[src/rtl/booth_factorial_engine_if.sv]
`default_nettype none
// ============================================================================
// Module   : booth_factorial_engine_if
// Purpose  : Start/busy/done handshake and result bus of the factorial engine.
// Revision : 1.0 - initial release
// ============================================================================
interface booth_factorial_engine_if #(
  parameter int N_W = 8,
  parameter int P_W = 32
);
  logic           i_start;
  logic [N_W-1:0] i_n_in;
  logic           o_busy;
  logic           o_done;
  logic [P_W-1:0] o_product;
  logic           o_overflow;

  modport master (
    output i_start, i_n_in,
    input  o_busy, o_done, o_product, o_overflow
  );

  modport slave (
    input  i_start, i_n_in,
    output o_busy, o_done, o_product, o_overflow
  );
endinterface
`default_nettype wire

[src/rtl/booth_factorial_engine.sv]
`default_nettype none
// ============================================================================
// Module   : booth_factorial_engine
// Purpose  : Iterative n! as a chain of radix-2 Booth multiplications.
// Revision : 1.0 - initial release
// ============================================================================
module booth_factorial_engine #(
  parameter int N_W = 8,
  parameter int P_W = 32
) (
  input  wire logic                 clk,
  input  wire logic                 rst,
  booth_factorial_engine_if.slave   bus
);
  localparam int c_A_W   = P_W + 2;
  localparam int c_Q_W   = N_W + 1;
  localparam int c_F_W   = c_A_W + c_Q_W;
  localparam int c_CNT_W = $clog2(N_W + 2);

  typedef enum logic [2:0] {
    S_IDLE  = 3'd0,
    S_LOAD  = 3'd1,
    S_STEP  = 3'd2,
    S_ACCUM = 3'd3,
    S_DONE  = 3'd4
  } state_t;

  state_t             r_state;
  state_t             w_state_nxt;
  logic [P_W-1:0]     r_acc;
  logic [N_W-1:0]     r_k;
  logic               r_ovf;
  logic [c_A_W-1:0]   r_a;
  logic [c_A_W-1:0]   r_m;
  logic [c_Q_W-1:0]   r_q;
  logic               r_q1;
  logic [c_CNT_W-1:0] r_cnt;
  logic [P_W-1:0]     r_product;
  logic               r_overflow;

  logic               w_n_small;
  logic               w_cnt_last;
  logic               w_k_last;
  logic [c_A_W-1:0]   w_sum;
  logic [c_F_W-1:0]   w_f;
  logic               w_ovf_nxt;

  assign w_n_small  = (bus.i_n_in < N_W'(2));
  assign w_cnt_last = (r_cnt == c_CNT_W'(1));
  assign w_k_last   = (r_k == N_W'(1));
  assign w_f        = {r_a, r_q};
  assign w_ovf_nxt  = r_ovf | (|w_f[c_F_W-1:P_W]);

  always_comb begin
    w_sum = r_a;
    case ({r_q[0], r_q1})
      2'b10:   w_sum = r_a - r_m;
      2'b01:   w_sum = r_a + r_m;
      default: w_sum = r_a;
    endcase
  end

  always_comb begin
    w_state_nxt = r_state;
    case (r_state)
      S_IDLE:  if (bus.i_start) w_state_nxt = w_n_small ? S_DONE : S_LOAD;
      S_LOAD:  w_state_nxt = S_STEP;
      S_STEP:  if (w_cnt_last) w_state_nxt = S_ACCUM;
      S_ACCUM: w_state_nxt = w_k_last ? S_DONE : S_LOAD;
      S_DONE:  w_state_nxt = S_IDLE;
      default: w_state_nxt = S_IDLE;
    endcase
  end

  // The result registers load on the edge that enters DONE, so product and
  // overflow are already valid during the single done cycle.
  always_ff @(posedge clk) begin
    if (rst) begin
      r_state    <= S_IDLE;
      r_acc      <= '0;
      r_k        <= '0;
      r_ovf      <= 1'b0;
      r_a        <= '0;
      r_m        <= '0;
      r_q        <= '0;
      r_q1       <= 1'b0;
      r_cnt      <= '0;
      r_product  <= '0;
      r_overflow <= 1'b0;
    end else begin
      r_state <= w_state_nxt;
      case (r_state)
        S_IDLE: begin
          if (bus.i_start) begin
            r_acc <= w_n_small ? P_W'(1) : P_W'(bus.i_n_in);
            r_k   <= bus.i_n_in - N_W'(1);
            r_ovf <= 1'b0;
            if (w_n_small) begin
              r_product  <= P_W'(1);
              r_overflow <= 1'b0;
            end
          end
        end
        S_LOAD: begin
          r_a   <= '0;
          r_m   <= {2'b00, r_acc};
          r_q   <= {1'b0, r_k};
          r_q1  <= 1'b0;
          r_cnt <= c_CNT_W'(N_W + 1);
        end
        S_STEP: begin
          r_a   <= {w_sum[c_A_W-1], w_sum[c_A_W-1:1]};
          r_q   <= {w_sum[0], r_q[c_Q_W-1:1]};
          r_q1  <= r_q[0];
          r_cnt <= r_cnt - c_CNT_W'(1);
        end
        S_ACCUM: begin
          r_acc <= w_f[P_W-1:0];
          r_ovf <= w_ovf_nxt;
          r_k   <= r_k - N_W'(1);
          if (w_k_last) begin
            r_product  <= w_f[P_W-1:0];
            r_overflow <= w_ovf_nxt;
          end
        end
        default: ;
      endcase
    end
  end

  assign bus.o_busy     = (r_state != S_IDLE);
  assign bus.o_done     = (r_state == S_DONE);
  assign bus.o_product  = r_product;
  assign bus.o_overflow = r_overflow;
endmodule
`default_nettype wire

[src/flat_wrapper.sv]
// flat-port wrapper written by rule: the top's interface ports become plain ports
module booth_factorial_engine_flat 
#(
  parameter int N_W = 8,
  parameter int P_W = 32
)
  (clk, rst, bus_i_start, bus_i_n_in, bus_o_busy, bus_o_done, bus_o_product, bus_o_overflow);
  booth_factorial_engine_if #(.N_W(N_W), .P_W(P_W)) bus_i ();
  input  wire logic clk;
  input  wire logic rst;
  input wire logic [$bits(bus_i.i_start)-1:0] bus_i_start;
  input wire logic [$bits(bus_i.i_n_in)-1:0] bus_i_n_in;
  output wire logic [$bits(bus_i.o_busy)-1:0] bus_o_busy;
  output wire logic [$bits(bus_i.o_done)-1:0] bus_o_done;
  output wire logic [$bits(bus_i.o_product)-1:0] bus_o_product;
  output wire logic [$bits(bus_i.o_overflow)-1:0] bus_o_overflow;
  assign bus_i.i_start = bus_i_start;
  assign bus_i.i_n_in = bus_i_n_in;
  assign bus_o_busy = bus_i.o_busy;
  assign bus_o_done = bus_i.o_done;
  assign bus_o_product = bus_i.o_product;
  assign bus_o_overflow = bus_i.o_overflow;
  booth_factorial_engine #(.N_W(N_W), .P_W(P_W)) u_core (.clk(clk), .rst(rst), .bus(bus_i));
endmodule
[config.mk]
export PLATFORM = sky130hd
export DESIGN_NAME = booth_factorial_engine_flat
export DESIGN_NICKNAME = d
export VERILOG_FILES = /design/src/rtl/booth_factorial_engine_if.sv /design/src/rtl/booth_factorial_engine.sv /design/src/flat_wrapper.sv
export SDC_FILE = /design/constraint.sdc
export NUM_CORES = 1
export LEC_CHECK = 0
export ABC_CLOCK_PERIOD_IN_PS = 4490
export BUFFER_PORTS_ARGS = -buffer_cell sky130_fd_sc_hd__buf_2
export CORE_ASPECT_RATIO = 0.8
export CORE_MARGIN = 2
export CORE_UTILIZATION = 43
export DETAILED_ROUTE_END_ITERATION = 8
export PLACE_DENSITY = 0.56
export SYNTH_ARGS = -nofsm -noshare
export SYNTH_HDL_FRONTEND = slang
export SYNTH_SLANG_ARGS = --single-unit
[constraint.sdc]
create_clock -name clk -period 4.49 [get_ports clk]
set_input_delay 0.2245 -clock clk [delete_from_list [all_inputs] [get_ports clk]]
set_output_delay 0.2245 -clock clk [all_outputs]
set_load 0.005 [all_outputs]
==> metrics, run 1 <==
CTS tree=done; Final GP Congestion=between 0.9 and 1; mean post-synth cell area=~7.6 sq um; multi-input logic area=5320 sq um; DRT antenna net count=0; Worst-Skew Late Latency=between 0.4 and 0.5 ns; worst-margin pin slew=between 0.8 and 0.9 ns; Cells after Synth=~1.2k; Period minus WS final=roughly 4.2 ns; largest net degree at the start of global routing=131; crit path launch type=register; H-tree Lvls=4; # fillers=2001; Yosys cell types=70; CTS resizes=0; leakage power=approximately 0.0038 uW; die height=~130 microns; post-synth net total=roughly 1.2k; worst clock skew=about 0.015 ns; share of cells above drive strength 1=approximately 9.9%; share of the synthesized area in the top cell type=35.4%; via-per-instance ratio=5.92; synth top area cells=dfxtp_1, a21oi_1, nand2_1; FF+latch count, synth=roughly 160; Fin. Hold Viols=0; DR vias=8616; CTS Root Cell=clkbuf_16; Site Rows=46; initial antenna violation count=0; Final TNS setup=0 ns; Buf+Inv Stages, Crit Path=0; Initial Util=around 44%; Hold Path Class=primary input to register; first-pass GRT wire length=about 45 mm; CP required=~4.8 ns; mapped cell area=between 8000 and 9000 sq um; crit path max fanout=9; RSZ-0062 raised after global routing=no; hold_buf cts=0; final max-slew violation count=0; HPWL after DPL=19.9 mm; Layout Nets=between 1k and 1.5k; Worst-path clk slew=0.07 ns; IO Pins=46; Final Setup Violations=0; Crit path max-delay family=simple AND/OR/NAND/NOR gates; area of the core=20000 sq um; power density over the cells=between 400 and 500 nW/um^2; fmax=236 MHz; CP peak stage delay=~0.55 ns; Avg WL per Cell=between 15 and 20 microns; DRC viols=0; post-CTS setup buffer count=0; total grt overflow=0; total track usage=between 20% and 30%; number of synthesized flops with an enable pin=0; vias in the first global route=between 7k and 8k; slowest CP cell=or4_4; Synth Warn #=0; initial DRC count=934; crit-path cells=or4_4 > or3_4 > and2b_2 > nor2_1 > xor2_1 > ha_1 > nand2_1 > nor2_1 > o2111ai_1 > o21ai_1 > a21boi_0 > xor2_1 > a2111oi_0; post-synthesis sequential area ratio=around 35%; crit share post-route=a little over nine tenths; CTS max path bufs=2; FF/Latch Area=about 3100 sq um; DIE AREA=between 20000 and 25000 sq um; fraction of registers with async set/reset=0%; CTS sink count=about 160; Max VDD drop=274 uV; Max Cap Viol=0; Die X=around 160 microns; Util after Layout=approximately 50%; status=completed; Synth Flop Type=dfxtp_1; Area Overhead vs Synth=12.3%; dominant cell type by area after synthesis=dfxtp_1; crit path DAT=between 4 and 5 ns; drt first pass iters=6; crit path capture type=register; Slew headroom=a little over two fifths; IO buf count=45; Num CTS Buffers=17; antenna cells=0; Setup CP Type=register to register; drt total wl=between 20 and 30 mm
## sequential cells by signal, indices dropped and copies added (netlist names)
name and flops:
u_core.r_state 3, u_core.r_ovf 1, u_core.r_a 33, u_core.r_q 9, u_core.bus.o_product 32, u_core.r_q1 1
u_core.r_cnt 4, u_core.r_k 8, u_core.r_acc 32, u_core.bus.o_overflow 1, u_core.r_m 32
## synth_stat cells, drive strengths merged, types with 5 or more instances
| master | count |
|---|---|
| dfxtp | 156 |
| o22ai | 22 |
| xor2 | 43 |
| clkbuf | 69 |
| nand4 | 7 |
| a222oi | 7 |
| a21oi | 153 |
| xnor2 | 20 |
| or3 | 5 |
| a21o | 5 |
| buf | 9 |
| o21ai | 46 |
| o21bai | 5 |
| nor2b | 10 |
| nor4 | 19 |
| ha | 40 |
| o21a | 9 |
| nor3 | 27 |
| a211oi | 6 |
| nand2 | 157 |
| a22oi | 59 |
| nand3 | 36 |
| inv | 27 |
| nor2 | 146 |
| a31oi | 13 |
## kinds of logic (layout without fill, tap and decap cells)
group,count (synthesis),count (layout),synth area share [%]
adders and majority gates,41,41,5.90
DFF,156,156,35.4
AOI/OAI and AO/OA,360,360,25.2
and+or+nand+nor,436,436,22.2
muxes,4,4,0.468
xor gates and xnor gates,63,63,6.34
buffers and inverters,105,131,4.54
## routing by layer
metal / GRT usage, % / up-vias / part of all wire [%]
li1: - / 4193 / -
met1: 42.2 / 4066 / 51
met2: 36.6 / 327 / 40
met3: 5.03 / 30 / 7.5
met4: 6.43 / 0 / 1.6
met5: 0 / - / 0
## path summary, 6_finish.rpt
check	start	end	slack (ns)	cells past startpoint
max	u_core.r_m[8]	u_core.r_a[24]	0.25	13
min	bus_i_n_in[7]	u_core.r_acc[7]	0.09	3
max reg2reg	u_core.r_m[8]	u_core.r_a[24]	0.25	13
min reg2reg	u_core.r_acc[12]	u_core.r_m[12]	0.45	2
## stage by stage
stage                     setup WS (ns)  std cells  hold slack [ns]  total power, uW  instance area (sq um)
after CTS                         0.321       1455           0.0832             4860                   9910
after global routing            0.00452       1455            0.103             5150                   9920
after detailed placement          0.339       1423            0.444             3390                   9310
final                             0.246       1455           0.0884             4890                   9920
after floorplan                   0.827       1165            0.384             2850                   8830
after global placement            0.488       1423            0.440             3400                   9310
## worst min-delay path, stage by stage
cell and delay [ns]:
buf_2 0.12, nand2_1 0.06, a311oi_1 0.07
## layout by cell type, fill, tap and decap left out, types with 4 or more instances in the layout
| master | n |
|---|---|
| inv_8 | 5 |
| o211ai_1 | 4 |
| inv_1 | 27 |
| clkinv_8 | 4 |
| a211oi_1 | 6 |
| o21a_1 | 9 |
| ha_1 | 40 |
| o21bai_1 | 5 |
| a31oi_1 | 13 |
| nor4_1 | 16 |
| or3_1 | 4 |
| buf_4 | 27 |
| nand2b_1 | 4 |
| nor2_1 | 145 |
| clkinv_4 | 4 |
| buf_2 | 44 |
| o22ai_1 | 22 |
| o21ai_0 | 43 |
| a21o_1 | 5 |
| dfxtp_1 | 156 |
| a222oi_1 | 7 |
| xnor2_1 | 19 |
| a22oi_1 | 59 |
| nand3_1 | 35 |
| xor2_1 | 43 |
| nor3_1 | 27 |
| nand2_1 | 157 |
| clkbuf_16 | 17 |
| nand4_1 | 7 |
| a21oi_1 | 152 |
| nor2b_1 | 10 |
## final cells by class
| cell class | instances | share of cell area (%) |
|---|---|---|
| Clock inverter | 15 | 1.75 |
| Sequential cell | 156 | 31.5 |
| Multi-Input combinational cell | 904 | 53.6 |
| Clock buffer | 17 | 4.29 |
| Timing Repair Buffer | 72 | 4.47 |
| Tap cell | 264 | 3.33 |
| Inverter | 27 | 1.02 |
## power by group
group	internal, uW	leakage (uW)	switching, uW
Combinational	581	0.00229	1230
Sequential	1470	0.00126	131
Clock	752	0.000293	726
(Power assumes the default switching activity.)
==> inputs of run 2 (changes only) <==
Settings changed: CORE_ASPECT_RATIO 0.8 to 1.4.
==> metrics, run 2 (same netlist as run 1, synthesis figures left out) <==
combinational power share=35.7% (was 37.0%); crit path launch type=register (unchanged); total track usage=26.8% (was 26.7%); switching power=2000 uW (was 2080 uW); DRC viols=0 (unchanged); Setup CP Type=register to register (unchanged); IO buf count=45 (unchanged); largest register by flop count=u_core.r_a (unchanged); leakage power=0.00381 uW (was 0.00384 uW); Clock Power Share=31.4% (was 30.2%); worst-margin pin slew=0.863 ns (was 0.865 ns); Slew headroom=42.5% (was 41.8%); drt total wl=29.5 mm (was 28.6 mm); Site Rows=62 (was 46); drt first pass iters=7 (was 6); Layout Nets=1222 (was 1230); hold_buf cts=0 (unchanged); via-per-instance ratio=5.94 (was 5.92); die height=174 microns (was 132 microns); final max-slew violation count=0 (unchanged); crit path capture type=register (unchanged); Worst-Skew Late Latency=0.44 ns (about the same); CTS resizes=0 (unchanged); crit path max fanout=9 (unchanged); Period minus WS final=4.16 ns (was 4.24 ns); post-CTS setup buffer count=0 (unchanged); power density over the cells=501 nW/um^2 (was 493 nW/um^2); CTS Root Cell=clkbuf_16 (unchanged); first-pass GRT wire length=45.4 mm (was 45.2 mm); DR vias=8546 (was 8616); crit path DAT=4.44 ns (was 4.54 ns); total grt overflow=0 (unchanged); DIE AREA=21700 sq um (about the same); # fillers=2130 (was 2001); Initial Util=43.4% (was 44.2%); highest-count cells in the layout ignoring fill and taps=nand2_1, dfxtp_1, a21oi_1, nor2_1, a22oi_1 (unchanged); Max VDD drop=277 uV (was 274 uV); antenna cells=0 (unchanged); IO Pins=46 (unchanged); Die X=125 microns (was 164 microns); HPWL after DPL=21.6 mm (was 19.9 mm); Fin. Hold Viols=0 (unchanged); CTS max path bufs=2 (unchanged); H-tree Lvls=4 (unchanged); Largest register FFs=33 (unchanged); status=completed (unchanged); crit share post-route=92.7% (was 94.5%); RSZ-0062 raised after global routing=no (unchanged); Max Cap Viol=0 (unchanged); CTS sink count=156 (unchanged); Final Setup Violations=0 (unchanged); Final GP Congestion=0.957 (was 0.973); Seq pwr share=32.9% (was 32.8%); fmax=240 MHz (was 236 MHz); Num CTS Buffers=17 (unchanged); switch share=40.4% (was 42.6%); Area Overhead vs Synth=11.7% (was 12.3%); initial antenna violation count=0 (unchanged); CTS tree=done (unchanged); internal power=2940 uW (was 2800 uW); worst clock skew=0.0210 ns (was 0.0150 ns); most common cell after layout, fill and taps aside=nand2_1 (unchanged); share of cells above drive strength 1=9.13% (was 9.91%); largest net degree at the start of global routing=125 (was 131); Hold Path Class=primary input to register (unchanged); vias in the first global route=8183 (was 7802); area of the core=20300 sq um (was 20000 sq um); total power=4940 uW (was 4890 uW); initial DRC count=526 (was 934); Worst-path clk slew=0.07 ns (about the same); Avg WL per Cell=20.5 microns (was 19.6 microns); DRT antenna net count=0 (unchanged); Final TNS setup=0 ns (unchanged); CP required=4.77 ns (was 4.79 ns); Util after Layout=48.5% (was 49.6%)
-- run 2: cell types whose count changed in the layout (fill, tap and decap cells not counted), sizes merged --
cell / previous run / this run
clkinv: 8 / 2
clkinvlp: 0 / 2
inv: 34 / 33
clkbuf: 17 / 19
bufinv: 0 / 3
buf: 72 / 64
-- run 2: final cells by class --
class / count / area [sq um] / area share, %
Multi-Input combinational cell: 904 / 5310 / 53.9
Sequential cell: 156 / 3120 / 31.7
Clock buffer: 19 / 443 / 4.49
Timing Repair Buffer: 64 / 383 / 3.88
Tap cell: 256 / 320 / 3.25
Clock inverter: 13 / 180 / 1.83
Inverter: 27 / 101 / 1.03
-- run 2: metrics by stage --
stage | setup slack, ns | instance area (sq um) | hold slack, ns | cells
CTS | 0.387 | 9860 | 0.116 | 1439
floorplan | 0.827 | 8830 | 0.384 | 1165
detailed placement | 0.422 | 9240 | 0.442 | 1407
global placement | 0.423 | 9240 | 0.439 | 1407
global route | 0.00967 | 9860 | 0.143 | 1439
finish | 0.328 | 9860 | 0.128 | 1439
-- run 2: worst paths after layout --
kind / from / to / slack (ns) / cells after the start
worst max-delay path: u_core.r_m[2] / u_core.r_a[32] / 0.33 / 15
worst min-delay path: bus_i_n_in[7] / u_core.r_acc[7] / 0.13 / 3
worst max register to register: u_core.r_m[2] / u_core.r_a[32] / 0.33 / 15
worst min register to register: u_core.r_acc[28] / u_core.r_m[28] / 0.45 / 2
-- run 2: power by group through the flow --
| stage | combinational, uW | clock (uW) | sequential, uW |
|---|---|---|---|
| after CTS | 1770 | 1580 | 1620 |
| after floorplan | 1270 | 0 | 1570 |
| final | 1770 | 1550 | 1620 |
| after global placement | 1760 | 0 | 1650 |
| after detailed placement | 1760 | 0 | 1650 |
| after global routing | 1940 | 1640 | 1630 |
-- run 2: critical path, stage by stage (launching register included) --
cell and delay, ns:
dfxtp_1 0.36, nor4_1 0.62, nor4bb_1 0.28, buf_4 0.17, and2b_2 0.23, and4b_1 0.26, a21oi_1 0.09, xor2_1 0.20
ha_1 0.33, a21oi_1 0.22, o21ai_0 0.22, a2111oi_0 0.40, o21ai_0 0.18, a22oi_1 0.21, xnor2_1 0.15, o22ai_1 0.09
-- run 2: per-layer routing --
metal  track usage [%]  wire [microns]
met1              28.0           10800
met2              49.7           15900
met3              3.36             817
met4              17.5            2020
met5                 0               0
